`src/rtl/spi_flash_sequencer_if.sv`:
```
// Command-side bundle between the APB decode logic (master) and the SPI flash sequencer (slave).
interface spi_flash_sequencer_if;
  logic        cmd_valid;
  logic        cmd_ready;
  logic [7:0]  cmd_opcode;
  logic        cmd_has_addr;
  logic [23:0] cmd_addr;
  logic [3:0]  cmd_dummy;
  logic        cmd_write;
  logic [8:0]  cmd_len;
  logic [7:0]  wr_data;
  logic        wr_valid;
  logic        wr_ready;
  logic [7:0]  rd_data;
  logic        rd_valid;
  logic        busy;
  logic        done;

  modport master (
    output cmd_valid, cmd_opcode, cmd_has_addr, cmd_addr, cmd_dummy, cmd_write, cmd_len,
    output wr_data, wr_valid,
    input  cmd_ready, wr_ready, rd_data, rd_valid, busy, done
  );

  modport slave (
    input  cmd_valid, cmd_opcode, cmd_has_addr, cmd_addr, cmd_dummy, cmd_write, cmd_len,
    input  wr_data, wr_valid,
    output cmd_ready, wr_ready, rd_data, rd_valid, busy, done
  );
endinterface

```
`src/rtl/spi_flash_sequencer.sv`:
```
// One SPI NOR transaction per command (mode 0, MSB first); write data stalls SCK low while wr_valid is low,
// read data has no backpressure. SCK is derived from p_clk, one bit = 2*CLK_DIV cycles.
module spi_flash_sequencer #(
  parameter int CLK_DIV = 2,
  parameter int CS_TIME = 2
) (
  input  logic                  p_clk,
  input  logic                  p_reset,
  spi_flash_sequencer_if.slave  cmd,
  output logic                  s_clk,
  output logic                  s_css,
  output logic                  s_mosi,
  input  logic                  s_miso
);
  localparam int DW = (CLK_DIV > 1) ? $clog2(CLK_DIV) : 1;
  localparam int CW = (CS_TIME > 1) ? $clog2(CS_TIME) : 1;
  localparam logic [DW-1:0] DIV_LAST = DW'(CLK_DIV - 1);
  localparam logic [CW-1:0] CS_LAST  = CW'(CS_TIME - 1);

  typedef enum logic [2:0] {
    IDLE, CS_SETUP, OPCODE, ADDR, DUMMY, DATA, CS_HOLD, CS_GAP
  } state_t;

  state_t          state;
  logic            ready_q, busy_q, done_q, wr_ready_q, rd_valid_q;
  logic [7:0]      rd_data_q;
  logic [7:0]      op_q;
  logic            has_addr_q;
  logic [23:0]     addr_q;
  logic [3:0]      dummy_q;
  logic            write_q;
  logic [8:0]      len_q;
  logic [7:0]      sh;
  logic [7:0]      rx;
  logic [DW-1:0]   div_cnt;
  logic [CW-1:0]   cs_cnt;
  logic [2:0]      bit_cnt;
  logic [8:0]      byte_cnt;
  logic            wr_wait;

  state_t          nx_state;
  logic [8:0]      nx_cnt;
  logic [7:0]      nx_byte;

  // Phase that follows `cur` once its last byte is out, skipping empty phases.
  function automatic state_t phase_after(state_t cur, logic has_addr, logic [3:0] dummy,
                                         logic [8:0] len);
    state_t nxt;
    nxt = CS_HOLD;
    if (cur == OPCODE && has_addr)
      nxt = ADDR;
    else if ((cur == OPCODE || cur == ADDR) && dummy != 4'd0)
      nxt = DUMMY;
    else if (cur != DATA && len != 9'd0)
      nxt = DATA;
    return nxt;
  endfunction

  always_comb begin
    nx_state = state;
    nx_cnt   = byte_cnt + 9'd1;
    case (state)
      OPCODE: begin
        nx_state = phase_after(OPCODE, has_addr_q, dummy_q, len_q);
        nx_cnt   = '0;
      end
      ADDR: if (byte_cnt == 9'd2) begin
        nx_state = phase_after(ADDR, has_addr_q, dummy_q, len_q);
        nx_cnt   = '0;
      end
      DUMMY: if (byte_cnt == {5'd0, dummy_q} - 9'd1) begin
        nx_state = phase_after(DUMMY, has_addr_q, dummy_q, len_q);
        nx_cnt   = '0;
      end
      DATA: if (byte_cnt == len_q - 9'd1) begin
        nx_state = CS_HOLD;
        nx_cnt   = '0;
      end
      default: ;
    endcase
    nx_byte = 8'h00;
    if (nx_state == ADDR) begin
      case (nx_cnt[1:0])
        2'd0:    nx_byte = addr_q[23:16];
        2'd1:    nx_byte = addr_q[15:8];
        default: nx_byte = addr_q[7:0];
      endcase
    end
  end

  always_ff @(posedge p_clk) begin
    if (p_reset) begin
      state      <= IDLE;
      ready_q    <= 1'b0;
      busy_q     <= 1'b0;
      done_q     <= 1'b0;
      wr_ready_q <= 1'b0;
      rd_valid_q <= 1'b0;
      rd_data_q  <= 8'h00;
      s_clk      <= 1'b0;
      s_css      <= 1'b1;
      s_mosi     <= 1'b0;
      op_q       <= 8'h00;
      has_addr_q <= 1'b0;
      addr_q     <= 24'h0;
      dummy_q    <= 4'h0;
      write_q    <= 1'b0;
      len_q      <= 9'h0;
      sh         <= 8'h00;
      rx         <= 8'h00;
      div_cnt    <= '0;
      cs_cnt     <= '0;
      bit_cnt    <= 3'd0;
      byte_cnt   <= 9'd0;
      wr_wait    <= 1'b0;
    end else begin
      done_q     <= 1'b0;
      wr_ready_q <= 1'b0;
      rd_valid_q <= 1'b0;
      case (state)
        IDLE: begin
          ready_q <= 1'b1;
          if (cmd.cmd_valid && ready_q) begin
            op_q       <= cmd.cmd_opcode;
            has_addr_q <= cmd.cmd_has_addr;
            addr_q     <= cmd.cmd_addr;
            dummy_q    <= cmd.cmd_dummy;
            write_q    <= cmd.cmd_write;
            len_q      <= cmd.cmd_len;
            ready_q    <= 1'b0;
            busy_q     <= 1'b1;
            s_css      <= 1'b0;
            cs_cnt     <= '0;
            state      <= CS_SETUP;
          end
        end
        CS_SETUP: begin
          if (cs_cnt == CS_LAST) begin
            state    <= OPCODE;
            sh       <= op_q;
            s_mosi   <= op_q[7];
            div_cnt  <= '0;
            bit_cnt  <= 3'd0;
            byte_cnt <= 9'd0;
          end else begin
            cs_cnt <= cs_cnt + 1'b1;
          end
        end
        OPCODE, ADDR, DUMMY, DATA: begin
          if (state == DATA && wr_wait) begin
            // Starved write: SCK parked low, counters frozen until a byte shows up.
            if (cmd.wr_valid) begin
              sh         <= cmd.wr_data;
              s_mosi     <= cmd.wr_data[7];
              wr_ready_q <= 1'b1;
              wr_wait    <= 1'b0;
              div_cnt    <= '0;
            end
          end else if (div_cnt != DIV_LAST) begin
            div_cnt <= div_cnt + 1'b1;
          end else begin
            div_cnt <= '0;
            if (!s_clk) begin
              s_clk <= 1'b1;
              rx    <= {rx[6:0], s_miso};
            end else begin
              s_clk <= 1'b0;
              if (bit_cnt != 3'd7) begin
                bit_cnt <= bit_cnt + 3'd1;
                sh      <= {sh[6:0], 1'b0};
                s_mosi  <= sh[6];
              end else begin
                bit_cnt  <= 3'd0;
                state    <= nx_state;
                byte_cnt <= nx_cnt;
                cs_cnt   <= '0;
                if (state == DATA && !write_q) begin
                  rd_data_q  <= rx;
                  rd_valid_q <= 1'b1;
                end
                if (nx_state == DATA && write_q) begin
                  if (cmd.wr_valid) begin
                    sh         <= cmd.wr_data;
                    s_mosi     <= cmd.wr_data[7];
                    wr_ready_q <= 1'b1;
                  end else begin
                    s_mosi  <= 1'b0;
                    wr_wait <= 1'b1;
                  end
                end else begin
                  sh     <= nx_byte;
                  s_mosi <= nx_byte[7];
                end
              end
            end
          end
        end
        CS_HOLD: begin
          if (cs_cnt == CS_LAST) begin
            state  <= CS_GAP;
            s_css  <= 1'b1;
            cs_cnt <= '0;
          end else begin
            cs_cnt <= cs_cnt + 1'b1;
          end
        end
        CS_GAP: begin
          if (cs_cnt == CS_LAST) begin
            state   <= IDLE;
            busy_q  <= 1'b0;
            done_q  <= 1'b1;
            ready_q <= 1'b1;
          end else begin
            cs_cnt <= cs_cnt + 1'b1;
          end
        end
        default: state <= IDLE;
      endcase
    end
  end

  assign cmd.cmd_ready = ready_q;
  assign cmd.busy      = busy_q;
  assign cmd.done      = done_q;
  assign cmd.wr_ready  = wr_ready_q;
  assign cmd.rd_valid  = rd_valid_q;
  assign cmd.rd_data   = rd_data_q;
endmodule

```
`src/flat_wrapper.sv`:
```
// flat-port wrapper written by rule: the top's interface ports become plain ports
module spi_flash_sequencer_flat 
#(
  parameter int CLK_DIV = 2,
  parameter int CS_TIME = 2
)
  (p_clk, p_reset, s_clk, s_css, s_mosi, s_miso, cmd_cmd_valid, cmd_cmd_opcode, cmd_cmd_has_addr, cmd_cmd_addr, cmd_cmd_dummy, cmd_cmd_write, cmd_cmd_len, cmd_wr_data, cmd_wr_valid, cmd_cmd_ready, cmd_wr_ready, cmd_rd_data, cmd_rd_valid, cmd_busy, cmd_done);
  spi_flash_sequencer_if cmd_i ();
  input  logic p_clk;
  input  logic p_reset;
  output logic s_clk;
  output logic s_css;
  output logic s_mosi;
  input  logic s_miso;
  input wire logic [$bits(cmd_i.cmd_valid)-1:0] cmd_cmd_valid;
  input wire logic [$bits(cmd_i.cmd_opcode)-1:0] cmd_cmd_opcode;
  input wire logic [$bits(cmd_i.cmd_has_addr)-1:0] cmd_cmd_has_addr;
  input wire logic [$bits(cmd_i.cmd_addr)-1:0] cmd_cmd_addr;
  input wire logic [$bits(cmd_i.cmd_dummy)-1:0] cmd_cmd_dummy;
  input wire logic [$bits(cmd_i.cmd_write)-1:0] cmd_cmd_write;
  input wire logic [$bits(cmd_i.cmd_len)-1:0] cmd_cmd_len;
  input wire logic [$bits(cmd_i.wr_data)-1:0] cmd_wr_data;
  input wire logic [$bits(cmd_i.wr_valid)-1:0] cmd_wr_valid;
  output wire logic [$bits(cmd_i.cmd_ready)-1:0] cmd_cmd_ready;
  output wire logic [$bits(cmd_i.wr_ready)-1:0] cmd_wr_ready;
  output wire logic [$bits(cmd_i.rd_data)-1:0] cmd_rd_data;
  output wire logic [$bits(cmd_i.rd_valid)-1:0] cmd_rd_valid;
  output wire logic [$bits(cmd_i.busy)-1:0] cmd_busy;
  output wire logic [$bits(cmd_i.done)-1:0] cmd_done;
  assign cmd_i.cmd_valid = cmd_cmd_valid;
  assign cmd_i.cmd_opcode = cmd_cmd_opcode;
  assign cmd_i.cmd_has_addr = cmd_cmd_has_addr;
  assign cmd_i.cmd_addr = cmd_cmd_addr;
  assign cmd_i.cmd_dummy = cmd_cmd_dummy;
  assign cmd_i.cmd_write = cmd_cmd_write;
  assign cmd_i.cmd_len = cmd_cmd_len;
  assign cmd_i.wr_data = cmd_wr_data;
  assign cmd_i.wr_valid = cmd_wr_valid;
  assign cmd_cmd_ready = cmd_i.cmd_ready;
  assign cmd_wr_ready = cmd_i.wr_ready;
  assign cmd_rd_data = cmd_i.rd_data;
  assign cmd_rd_valid = cmd_i.rd_valid;
  assign cmd_busy = cmd_i.busy;
  assign cmd_done = cmd_i.done;
  spi_flash_sequencer #(.CLK_DIV(CLK_DIV), .CS_TIME(CS_TIME)) u_core (.p_clk(p_clk), .p_reset(p_reset), .cmd(cmd_i), .s_clk(s_clk), .s_css(s_css), .s_mosi(s_mosi), .s_miso(s_miso));
endmodule
```
`config.mk`:
```
export PLATFORM = sky130hd
export DESIGN_NAME = spi_flash_sequencer_flat
export DESIGN_NICKNAME = d
export VERILOG_FILES = /design/src/rtl/spi_flash_sequencer_if.sv /design/src/rtl/spi_flash_sequencer.sv /design/src/flat_wrapper.sv
export SDC_FILE = /design/constraint.sdc
export NUM_CORES = 1
export LEC_CHECK = 0
export ABC_AREA = 1
export BUFFER_PORTS_ARGS = -buffer_cell sky130_fd_sc_hd__buf_2
export CORE_MARGIN = 2
export CORE_UTILIZATION = 45
export CTS_CLUSTER_DIAMETER = 150
export CTS_CLUSTER_SIZE = 40
export DETAILED_ROUTE_END_ITERATION = 6
export PLACE_DENSITY_LB_ADDON = 0.25
export SYNTH_ARGS = -nofsm -noshare
export SYNTH_HDL_FRONTEND = slang
export SYNTH_SLANG_ARGS = --single-unit
```
`constraint.sdc`:
```
create_clock -name p_clk -period 4.4 [get_ports p_clk]
set_input_delay 0.66 -clock p_clk [delete_from_list [all_inputs] [get_ports p_clk]]
set_output_delay 0.66 -clock p_clk [all_outputs]
set_load 0.01 [all_outputs]
```
==> results of run 1 <==
## per-layer routing
metal  vias up  part of all wire (%)
met5         -                     0
met4         0                   1.7
met3        17                   4.2
met2        94                    47
met1      2256                    47
li1       2652                     -
## synthesized netlist by cell type (all sizes together) (3+ instances only)
master | instances | area share (%)
nand2 | 166 | 12
nor2 | 121 | 9.4
dfxtp | 96 | 37
inv | 87 | 6.2
o21ai | 83 | 8.0
a21oi | 80 | 8.7
nand3 | 46 | 4.8
clkbuf | 28 | 2.1
nand4 | 14 | 2.0
xor2 | 10 | 1.7
a211oi | 8 | 1.2
nor3 | 8 | 0.77
buf | 6 | 0.86
ha | 6 | 1.4
xnor2 | 5 | 0.84
nand3b | 3 | 0.43
nor4 | 3 | 0.77
or2 | 3 | 0.36
## placed cells by master (no fill, tap or decap), types with 2 or more instances in the layout
| cell type | count |
|---|---|
| buf_4 | 3 |
| inv_2 | 10 |
| a21oi_2 | 9 |
| nand4_1 | 13 |
| nor3_1 | 8 |
| buf_2 | 75 |
| o21ai_0 | 76 |
| a21oi_1 | 69 |
| dfxtp_1 | 96 |
| nand3_1 | 43 |
| nor2_1 | 114 |
| clkinv_4 | 2 |
| nand2_2 | 3 |
| nand3b_1 | 3 |
| xnor2_1 | 5 |
| a221oi_1 | 2 |
| bufinv_16 | 2 |
| nor2_4 | 4 |
| ha_1 | 6 |
| nand2_1 | 162 |
| a211oi_1 | 7 |
| xor2_1 | 10 |
| or2_1 | 2 |
| a21oi_4 | 2 |
| o21ai_1 | 6 |
| clkbuf_16 | 9 |
| a2111oi_0 | 2 |
| nor2_2 | 3 |
| nand3_2 | 2 |
| inv_1 | 77 |
## how the worst max path moves through the flow
stage                             startpoint           end  slack [ns]  cells past startpoint
final                      u_core.dummy_q[0]  u_core.sh[6]        1.46                     20
after global routing       u_core.dummy_q[0]  u_core.sh[6]        1.10                     20
after CTS                  u_core.dummy_q[0]  u_core.sh[2]        1.50                     20
after detailed placement   u_core.dummy_q[0]  u_core.sh[0]        1.52                     20
after global placement     u_core.dummy_q[0]  u_core.sh[6]        1.59                     20
after floorplan           u_core.byte_cnt[0]  u_core.sh[1]        2.09                     19
## layout make-up
| type | instances | area, sq um | share of cell area (%) |
|---|---|---|---|
| multi-input combinational | 564 | 2820 | 47.3 |
| timing repair buffer | 78 | 398 | 6.66 |
| clock inverter | 6 | 91.3 | 1.53 |
| sequential | 96 | 1920 | 32.2 |
| clock buffer | 10 | 229 | 3.83 |
| inverter | 88 | 330 | 5.53 |
| tap | 143 | 179 | 3.00 |
## logic make-up (layout without fill, tap and decap cells)
family / after synthesis / after routing / share of synthesized area [%]
adders and majority gates: 6 / 6 / 1.44
buffers and inverters: 122 / 182 / 9.24
DFF: 96 / 96 / 36.8
and+or+nand+nor: 364 / 364 / 30.7
xor gates and xnor gates: 15 / 15 / 2.51
AOI/OAI and AO/OA: 178 / 178 / 19.1
muxes: 1 / 1 / 0.191
## per-stage QoR
step,utilization (%),hold slack [ns],cells
2_1_floorplan,-,0.430,782
3_3_place_gp,49.7,0.444,969
3_5_place_dp,49.7,0.452,969
4_1_cts,52.5,0.461,985
5_1_grt,52.5,0.483,985
6_report,52.5,0.457,985
## power by group
part | internal [mW] | switching [mW]
Clock | 0.501 | 0.348
Sequential | 1.02 | 0.103
Combinational | 0.402 | 0.839
## state kept, by name (all words and copies together), names as in the netlist, 3 cells and up
name	count
u_core.addr_q	24
u_core.bit_cnt	3
u_core.byte_cnt	9
u_core.cmd.rd_data	8
u_core.dummy_q	4
u_core.len_q	9
u_core.op_q	8
u_core.rx	8
u_core.sh	7
u_core.state	3
## tightest hold or removal path, cell delays in order, from the launching register on
cell and delay (ns):
dfxtp_1 0.30, inv_1 0.06, a21oi_1 0.05
==> flow_summary.toml, run 1 <==
[run_status]
outcome = "finished, final reports clean"

[die]
core-area_sq_um = 11400
io_pins = 76
die_height_um = 112
die_w_um = 112
start_util_pct = 46.0
rows = 39
die_area_sq_um = 12500

[grt]
track_usage_pct = 20.9
met2_usage_pct = 36.3
antenna_found_initial = 0
busiest_layer = "met2"
grt_pass1_wl_um = 21400
grtUsageMet3_pct = 4.63
grt_max_degree = 69
grt_pass1_vias = 4775
grt_use_met1_pct = 25.6
grt_overflow = 0

[cells_and_area]
diodes = 0
layout.nets = 903
drive_gt1_share_pct = 15.9
fin_area_sq_um = 5970
fillers = 1173
area_growth_pct = 14.2

[detailed_routing]
dr.pass1.iters = 5
via_per_inst = 5.10
ant_nets = 0
wirelength_um = 12500
routedWlPerCell_um = 12.7
drc_errors = 0
detail_route.iter0.violations = 268
vias = 5019

[setup_path]
critPathSlowestCell = "nor2_1"
crit_type = "flip-flop to flip-flop"
r2r_end = "u_core.sh[6]"
reg2reg_depth = 20
critPathLaunchType = "flip-flop"
cp.arrival_ns = 3.22
worst_setup_path_end_kind = "flip-flop"
crit_family = "simple AND/OR/NAND/NOR gates"
critPathMostFrequentCell = "nand2_1"
regToRegSetupSlack_ns = 1.46
required_ns = 4.68
crit_path_cell_trace = "inv_1, ha_1, nand2_1, nor2_1, inv_1, nand2_1, nand2_1, nor2_1, nand3_1, nand2_1, nand3_4, o21ai_2, nand2_1, nand3_1, nand2_1, nand2_1, nand2_1, nand2_1, nand2_1, a21oi_2"
r2r-start = "u_core.dummy_q[0]"
path_buf_inv = 2
cp_max_fo = 19
critical-path-max-stage-delay_ns = 0.54

[synth]
ys_ff_latch = 96
syn_nets = 848
yosysUniqueCellTypes = 44
synth_area_sq_um = 5230
synth_edf_count = 0
postSynthAreaPerCell_sq_um = 6.68
yosys_warnings = 0
synthCells = 782
async_reset_ff_share_pct = 0
synth_seq_area_share_pct = 36.8
synth_ff_type = "dfxtp_1"

[placement]
place.gp.congestion = 0.877
preCtsSetupSlack_ns = 1.52
placed_cell_area_sq_um = 5650
io_buffers = 75
place.detailed.hpwl_um = 9020

[clock_network]
root_buffer = "clkbuf_16"
cts_tree = "done"
cts_buffer_depth = 2
cts_resized = 0
numCtsBuffers = 9
holdBufCountCts = 0
clock_latency_ns = 0.35
post_cts_buffers = 0
h-tree-depth = 3
numClockSinks = 96
clk_pin_slew_worst_paths_ns = 0.07

[sta]
fin_skew_ns = 0.00622
fin_crit_ns = 2.94
setup_tns_ns = 0
max_freq_mhz = 341
finalSetupViolations = 0
post-route-period-util_pct = 66.7
finalMaxSlewViolations = 0
grt_setup_unrepaired = "false"
worst_slack_ns = 1.46
relSlewSlack_pct = 34.2
finalHoldViolCount = 0
tightest_slew_ns = 0.987

[power_and_ir_drop]
total_leakage_power_nw = 2.55
total_power_mw = 3.22
powerDensity_nw_per_um2 = 539
irDropWorstVdd_mv = 0.300

[worst_hold_path]
hp-class = "flip-flop to flip-flop"
hold_path_end = "u_core.rx[7]"
hp-start = "u_core.rx[7]"
min_path_cells = 2

[job]
maxCapViolCount = 0
Note: power is estimated with default switching activity, not from simulation.
==> run 2: changes to the inputs <==
==> constraint.sdc (replaced) <==
create_clock -name p_clk -period 2.5 [get_ports p_clk]
set_input_delay 0.375 -clock p_clk [delete_from_list [all_inputs] [get_ports p_clk]]
set_output_delay 0.375 -clock p_clk [all_outputs]
set_load 0.01 [all_outputs]
==> run 2 against run 1 <==
- fmax is 24% higher
- final area rose by 5.2%
- first-iteration DRC count grew 31%
- clock-buffer cell count is the same
- critical path depth fell by 3
- highest routed layer unchanged
- largest cell class unchanged
==> flow_summary.toml, run 2 (synthesis gave the netlist of run 1 again) <==
[run_status]
outcome = "finished, final reports clean"

[setup_path]
critPathMostFrequentCell = "nand2_1"
worst_setup_path_end_kind = "flip-flop"
critical-path-max-stage-delay_ns = 0.33
critPathSlowestCell = "dfxtp_2"
required_ns = 2.78
cp.arrival_ns = 2.65
cp_max_fo = 9
cp-startpoint = "u_core.dummy_q[0]"
critPathLaunchType = "flip-flop"
r2r-start = "u_core.dummy_q[0]"
crit_type = "flip-flop to flip-flop"
path_buf_inv = 2
crit_family = "simple AND/OR/NAND/NOR gates"
crit_path_cell_trace = "inv_1, ha_1, or2_2, nand3_1, nand2_1, nor2_2, nand4_1, nand2_1, a21oi_1, a21oi_2, buf_6, nand3_1, nand2_1, nand2_1, nand2_1, nand2_1, a21oi_2"

[clock_network]
h-tree-depth = 3
cts_buffer_depth = 2
clk_pin_slew_worst_paths_ns = 0.07
root_buffer = "clkbuf_16"
numCtsBuffers = 9
holdBufCountCts = 0
clock_latency_ns = 0.35
numClockSinks = 96
cts_tree = "done"

[sta]
relSlewSlack_pct = 34.5
finalHoldViolCount = 0
fin_skew_ns = 0.00635
fin_crit_ns = 2.36
finalMaxSlewViolations = 0
finalSetupViolations = 0
grt_setup_unrepaired = "true"
tightest_slew_ns = 0.982
post-route-period-util_pct = 94.6
setup_tns_ns = 0
worst_slack_ns = 0.136
max_freq_mhz = 423

[die]
start_util_pct = 46.0
io_pins = 76
core-area_sq_um = 11400
die_area_sq_um = 12500
rows = 39
die_height_um = 112
die_w_um = 112

[power_and_ir_drop]
total_leakage_power_nw = 2.69
powerDensity_nw_per_um2 = 973
irDropWorstVdd_mv = 0.476
p_clk_share_pct = 25.4
power_frac_comb_pct = 41.9
p_int_mw = 3.67
sequentialPowerShare_pct = 32.7
p_sw_share_pct = 39.9
switchingPower_mw = 2.44

[worst_hold_path]
hp-class = "input pin to flip-flop"
hp-start = "cmd_cmd_addr[19]"

[cells_and_area]
regMostFlops = "u_core.addr_q"
layout_common_cells = "157 x nand2_1, 109 x nor2_1, 90 x dfxtp_1"
layout.nets = 925
fin_area_sq_um = 6280
diodes = 0
drive_gt1_share_pct = 21.4
fillers = 1120
area_growth_pct = 20.2
final_common_cell = "nand2_1"
largest_reg_flops = 24
final_util_pct = 55.3
top_regs = "u_core.addr_q x24, u_core.byte_cnt x9, u_core.len_q x9"

[detailed_routing]
via_per_inst = 5.09
drc_errors = 0
ant_nets = 0
detail_route.iter0.violations = 352
routedWlPerCell_um = 13.1
dr.pass1.iters = 5
vias = 5130
wirelength_um = 13200

[grt]
grt_max_degree = 69
grt_pass1_vias = 4814
track_usage_pct = 21.4
antenna_found_initial = 0
grt_pass1_wl_um = 22200
grt_overflow = 0

[placement]
preCtsSetupSlack_ns = 0.121
placed_cell_area_sq_um = 5790
place.detailed.hpwl_um = 9390
place.gp.congestion = 0.910
io_buffers = 75

[job]
maxCapViolCount = 0
[run 2: changes by cell type in the layout (fill, tap and decap cells not counted), moves of 5 or more]
| cell | before | now |
|---|---|---|
| nor2_1 | 114 | 109 |
| nand2_1 | 162 | 157 |
| nor2_2 | 3 | 8 |
| inv_1 | 77 | 72 |
| dfxtp_2 | 0 | 6 |
| nand2_2 | 3 | 8 |
| dfxtp_1 | 96 | 90 |
| buf_4 | 3 | 20 |
[run 2: final timing paths]
check	slack [ns]	cells after the start	to
max	0.14	17	u_core.sh[1]
min	0.25	3	u_core.addr_q[19]
max reg2reg	0.14	17	u_core.sh[1]
min reg2reg	0.46	2	u_core.op_q[0]
[run 2: tightest hold or removal path, delay by kind of cell]
kind	cells	cell delay, ns
simple gates	2	0.11
buf+inv	1	0.07
[run 2: final cells by class]
class                           instances  area [sq um]  share of cell area (%)
Inverter                               88           335                    5.34
Clock buffer                           10           239                    3.80
Multi-Input combinational cell        565          2910                    46.4
Clock inverter                          6          95.1                    1.51
Timing Repair Buffer                   99           593                    9.44
Tap cell                              143           179                    2.85
Sequential cell                        96          1930                    30.7
[run 2: stage by stage]
| stage | cells | power (mW) | hold WS (ns) |
|---|---|---|---|
| after floorplan | 782 | 3.75 | 0.430 |
| after global placement | 986 | 4.35 | 0.442 |
| after detailed placement | 986 | 4.36 | 0.450 |
| after CTS | 1002 | 5.92 | 0.242 |
| after global routing | 1007 | 6.56 | 0.242 |
| final | 1007 | 6.11 | 0.248 |
[run 2: what timing repair did]
| action | 4_1_cts | 5_1_grt |
|---|---|---|
| setup endpoints to repair | 0 | 20 |
| hold endpoints to repair | 0 | 0 |
| resized for setup | 0 | 36 |
| setup buffers | 0 | 3 |
[run 2: per-layer routing]
| layer | global-route usage, % | vias to the layer above | wire length (um) |
|---|---|---|---|
| li1 | - | 2701 | - |
| met3 | 4.25 | 19 | 611 |
| met2 | 36.2 | 133 | 6160 |
| met4 | 6.50 | 0 | 225 |
| met5 | 0 | - | 0 |
| met1 | 27.7 | 2277 | 6230 |
[run 2: power groups by stage]
stage | clock [mW] | sequential [mW] | combinational (mW)
floorplan | 0 | 1.96 | 1.78
global placement | 0 | 2.02 | 2.34
detailed placement | 0 | 2.01 | 2.35
global route | 1.64 | 2.03 | 2.89
CTS | 1.58 | 1.98 | 2.36
finish | 1.55 | 2.00 | 2.56
